### src/rtl/nash_rx_sequencer.sv
// Nash cipher stream receiver: a rule-30 field evolves D steps per block to make keystream; ct ^ keystream -> pt.
// Latency: seed -> first ct_ready takes D+1 cycles; ct handshake -> pt_valid the next cycle; at most one block per D+1 cycles.
// Backpressure: one-entry output register; ct_ready stays low while pt is held or a seed is offered; evolution continues meanwhile.
//
// Ports:
//   clk, rst_n                      clock, async active-low reset
//   seed_valid/seed_ready/seed      seed handshake (key-management side)
//   ct_valid/ct_ready/ct_data       ciphertext in (link deframer side)
//   pt_valid/pt_ready/pt_data       plaintext out (consumer side)
//   busy                            high while the field is evolving
//   blocks_done                     plaintext blocks handed off, wraps at 2^32
module nash_rx_sequencer #(
    parameter int N = 128,
    parameter int D = 256
) (
    input  logic         clk,
    input  logic         rst_n,
    input  logic         seed_valid,
    output logic         seed_ready,
    input  logic [N-1:0] seed,
    input  logic         ct_valid,
    output logic         ct_ready,
    input  logic [N-1:0] ct_data,
    output logic         pt_valid,
    input  logic         pt_ready,
    output logic [N-1:0] pt_data,
    output logic         busy,
    output logic [31:0]  blocks_done
);

    localparam int CW = $clog2(D + 1);
    localparam logic [CW-1:0] CNT_LAST = CW'(D - 1);

    typedef enum logic [1:0] {
        IDLE   = 2'd0,
        EVOLVE = 2'd1,
        KEY    = 2'd2
    } state_t;

    state_t        state, state_nxt;
    logic [N-1:0]  field;
    logic [CW-1:0] cnt;

    logic          load_seed;
    logic          step_field;
    logic          take_ct;

    // One rule-30 generation with wrap-around neighbours:
    // right neighbour F[i+1] is a rotate-right, left neighbour F[i-1] a rotate-left.
    function automatic logic [N-1:0] rule30_step(input logic [N-1:0] f);
        return {f[0], f[N-1:1]} ^ (f | {f[N-2:0], f[N-1]});
    endfunction

    always_ff @(posedge clk or negedge rst_n) begin
        if (!rst_n) begin
            state <= IDLE;
        end else begin
            state <= state_nxt;
        end
    end

    always_comb begin
        state_nxt  = state;
        seed_ready = 1'b0;
        ct_ready   = 1'b0;
        busy       = 1'b0;
        load_seed  = 1'b0;
        step_field = 1'b0;
        take_ct    = 1'b0;
        case (state)
            IDLE: begin
                seed_ready = 1'b1;
                if (seed_valid) begin
                    load_seed = 1'b1;
                    state_nxt = EVOLVE;
                end
            end
            EVOLVE: begin
                busy       = 1'b1;
                step_field = 1'b1;
                if (cnt == CNT_LAST) begin
                    state_nxt = KEY;
                end
            end
            KEY: begin
                // A pending seed wins over ciphertext, and nothing moves
                // until the output register has drained.
                seed_ready = !pt_valid;
                ct_ready   = !pt_valid && !seed_valid;
                if (seed_valid && !pt_valid) begin
                    load_seed = 1'b1;
                    state_nxt = EVOLVE;
                end else if (ct_valid && !pt_valid && !seed_valid) begin
                    take_ct   = 1'b1;
                    state_nxt = EVOLVE;
                end
            end
            default: begin
                state_nxt = IDLE;
            end
        endcase
    end

    // Field and step counter. After a ct block the field keeps evolving from
    // the spent keystream, so consecutive blocks share one continuous stream.
    always_ff @(posedge clk or negedge rst_n) begin
        if (!rst_n) begin
            field <= '0;
            cnt   <= '0;
        end else if (load_seed) begin
            field <= seed;
            cnt   <= '0;
        end else if (step_field) begin
            field <= rule30_step(field);
            cnt   <= cnt + CW'(1);
        end else if (take_ct) begin
            cnt   <= '0;
        end
    end

    // Output register. take_ct only fires with pt_valid low, so load and
    // drain never collide.
    always_ff @(posedge clk or negedge rst_n) begin
        if (!rst_n) begin
            pt_valid    <= 1'b0;
            pt_data     <= '0;
            blocks_done <= '0;
        end else begin
            if (take_ct) begin
                pt_valid <= 1'b1;
                pt_data  <= ct_data ^ field;
            end else if (pt_valid && pt_ready) begin
                pt_valid <= 1'b0;
            end
            if (pt_valid && pt_ready) begin
                blocks_done <= blocks_done + 32'd1;
            end
        end
    end

endmodule

### config.mk
export PLATFORM = sky130hd
export DESIGN_NAME = nash_rx_sequencer
export DESIGN_NICKNAME = d
export VERILOG_FILES = /design/src/rtl/nash_rx_sequencer.sv
export SDC_FILE = /design/constraint.sdc
export NUM_CORES = 1
export LEC_CHECK = 0
export ABC_AREA = 0
export CORE_MARGIN = 2
export CORE_UTILIZATION = 45
export CTS_CLUSTER_SIZE = 12
export DETAILED_ROUTE_END_ITERATION = 10
export HOLD_SLACK_MARGIN = 0.15
export PLACE_DENSITY_LB_ADDON = 0.05
export SYNTH_ARGS = -nofsm -noshare
export SYNTH_HDL_FRONTEND = slang
export SYNTH_SLANG_ARGS = --single-unit
### constraint.sdc
create_clock -name clk -period 2.4 [get_ports clk]
set_clock_uncertainty 0.2 [all_clocks]
set_input_delay 0.24 -clock clk [delete_from_list [all_inputs] [get_ports clk]]
set_output_delay 0.24 -clock clk [all_outputs]
set_load 0.05 [all_outputs]
==> results.py <==
metrics = {
    "worst_setup_path": {
        "crit_required_ns": 1.96,
        "end_kind": "output port",
        "startpoint_type": "register",
        "critPathKind": "reg2out",
        "critPathMaxStageDelay_ns": 0.82,
        "cp.arrival_ns": 1.87,
        "crit_fanout": 8,
        "cp_cell_sequence": "buf_4 -> clkdlybuf4s50_1",
        "critPathSlowestCell": "clkdlybuf4s50_1",
    },
    "sta": {
        "setup_viol": 0,
        "rsz0062_at_grt": "no",
        "period_minus_slack_ns": 2.31,
        "clock.fmax_mhz": 434,
        "hold_violations": 0,
        "worst_slack_ns": 0.0949,
        "slew_headroom_pct": 51.2,
        "fin_crit_sh_pct": 96.0,
        "tightest_slew_ns": 0.732,
        "drv_slew": 0,
    },
    "pwr": {
        "p_per_area_mw_per_mm2": 983,
        "leakage_uw": 0.00902,
        "ir_drop_mv": 0.702,
    },
    "synth": {
        "postSynthAreaPerCell_um2": 10.1,
        "synth_top_family_by_area": "XOR/XNOR gates",
        "yosysSeqAreaShare_pct": 51.9,
        "netlist_instances": 1426,
        "synthDistinctLibCells": 39,
        "synth_top_area_share_pct": 51.9,
        "yosysWarnings": 0,
        "synth_seq_cells": 300,
        "synth_edf_count": 0,
        "syn-cell-area_mm2": 0.0145,
        "synth_flop_cell": "dfrtp_1",
        "yosysMostFrequentCell": "dfrtp_1",
        "muxShareOfSynthArea_pct": 0.286,
        "yosys.area_share.simple_pct": 13.1,
        "synth_compound_area_share_pct": 14.4,
        "synthAdderAreaFrac_pct": 0.260,
        "yosysTopAreaCell": "dfrtp_1",
        "synth_area_leaders": "dfrtp_1 52%, xnor2_1 9.3%, a221o_1 8.7%",
        "ys_async_sr_fraction_pct": 100,
        "synth_xor_xnor_area_share_pct": 17.2,
        "synth_commonest_cells": "300 x dfrtp_1, 266 x nor2_1, 153 x xnor2_1",
        "synth_nets": 1690,
    },
    "placement": {
        "post-dp-hpwl_mm": 29.1,
        "place_inst": 2200,
        "pre_cts_slack_ns": 0.0134,
        "placed_area_mm2": 0.0192,
        "portBuffers": 424,
        "gp_congestion": 0.818,
    },
    "layout": {
        "fin_util_pct": 66.8,
        "drive_gt1_share_pct": 5.02,
        "fin_nets": 2175,
        "fin_area_mm2": 0.0211,
        "syn_to_final_growth_pct": 46.1,
        "fin_cells": 2338,
    },
    "clock_tree": {
        "clk_pin_slew_worst_paths_ns": 0.06,
        "cts.sinks": 300,
        "cts-resized-gates": 0,
        "clock_latency_ns": 0.50,
        "htreeDepth": 2,
        "cts_made_buffers": 35,
        "clock_path_buffers": 3,
        "clockRootBuffer": "clkbuf_16",
        "cts_tree": "built",
    },
    "floorplan": {
        "die_y_um": 183,
        "core_area_mm2": 0.0316,
        "ios": 425,
        "start_util_pct": 45.7,
        "die_area_mm2": 0.0336,
        "die_x_um": 183,
        "rows": 65,
    },
    "drt": {
        "via_count": 12300,
        "dr.pass1.iters": 5,
        "finalWirelength_mm": 41.7,
        "avgViaCountPerCell": 5.24,
        "ant_nets": 0,
        "avgRoutedWirePerCell_um": 17.8,
        "drt_iter0_drc": 699,
        "post-route-drc-count": 0,
    },
    "global_routing": {
        "overflow": 0,
        "grt_max_degree": 140,
        "grt_pass1_vias": 12200,
        "grt_usage_pct": 24.7,
        "antenna_found_initial": 2,
        "grt_pass1_wl_mm": 66.8,
    },
    "outcome": {
        "status": "completed",
    },
    "worst_hold_path": {
        "hp-class": "in2reg",
    },
    "flow_run": {
        "maxCapViolations": 0,
    },
}
-- kinds of logic after synthesis --
family / count (synthesis)
simple gates: 466
flops: 300
compound gates: 285
xor+xnor: 284
buf+inv: 84
mux: 4
fa+ha+maj: 3
-- metal layers --
layer | vias up | track usage [%] | wire length, um
met3 | 45 | 5.16 | 2740
met1 | 5987 | 32.9 | 17800
li1 | 5857 | - | -
met4 | 0 | 5.09 | 575
met5 | - | 0 | 0
met2 | 363 | 41.8 | 20600
-- cells in the final DEF, fill, tap and decap left out, types with 3 or more instances in the layout --
cell,count
nor3_1,3
nor2_1,266
nand3_1,16
xor2_1,131
o21ai_1,128
mux2i_1,3
a221o_1,125
buf_4,16
clkbuf_16,37
nand4_1,15
dfrtp_1,299
clkbuf_1,4
clkbuf_8,9
clkinv_2,9
ha_1,3
o21ai_0,18
and2_1,3
inv_1,5
dlygate4sd3_1,76
and3_1,8
xnor2_1,153
clkdlybuf4s50_1,420
buf_12,13
a21oi_1,3
nand2_1,144
-- where the power goes --
group          internal [uW]  total, uW  switching, uW  leakage, uW
clock                   3180       5240           2060     0.000575
sequential              6380       8590           2210      0.00386
combinational           4160       6950           2790      0.00459
-- stage by stage --
step / total power, uW / hold WS [ns] / TNS, ns
final: 20800 / 0.165 / 0
after floorplan: 13700 / -0.256 / -3.79
after detailed placement: 15500 / 0.0550 / 0
after global placement: 15100 / 0.0529 / 0
after CTS: 20900 / 0.150 / 0
after global routing: 22300 / 0.155 / 0
-- final cells by class --
class / instances / area, um2
Fill cell: 2547 / 10500
Sequential cell: 300 / 7510
Multi-Input combinational cell: 1042 / 6580
Timing Repair Buffer: 526 / 5360
Clock buffer: 50 / 1060
Tap cell: 402 / 503
Clock inverter: 10 / 75.1
Inverter: 6 / 25.0
Antenna cell: 2 / 5.00
-- worst max-delay path, delay by kind of cell, from the launching register on --
family / cells / cell delay [ns]
buffers and inverters: 2 / 1.00
flip-flops: 1 / 0.37
-- final timing paths --
kind | endpoint | from | depth (start not counted) | slack, ns
worst max-delay path | pt_valid | pt_valid$_DFFE_PN0P_ | 2 | 0.09
worst min-delay path | field[20]$_DFFE_PN0P_ | seed[20] | 2 | 0.16
worst max register to register | field[127]$_DFFE_PN0P_ | state[0]$_DFFE_PN0P_ | 5 | 0.16
worst min register to register | blocks_done[31]$_DFFE_PN0P_ | blocks_done[31]$_DFFE_PN0P_ | 1 | 0.27
max in group asynchronous | pt_data[122]$_DFFE_PN0P_ | rst_n | 4 | 0.61
min in group asynchronous | blocks_done[23]$_DFFE_PN0P_ | rst_n | 3 | 0.64
-- registers in the layout, summed over array words and instances (netlist names) --
name,cells
field,128
pt_data,128
blocks_done,32
cnt,9
state,2
pt_valid,1
-- what timing repair did --
action | CTS | global route
setup buffers | 0 | 0
hold buffers | 76 | 0
hold endpoints to repair | 374 | 0
No activity file was read; power rests on OpenSTA's default activity.
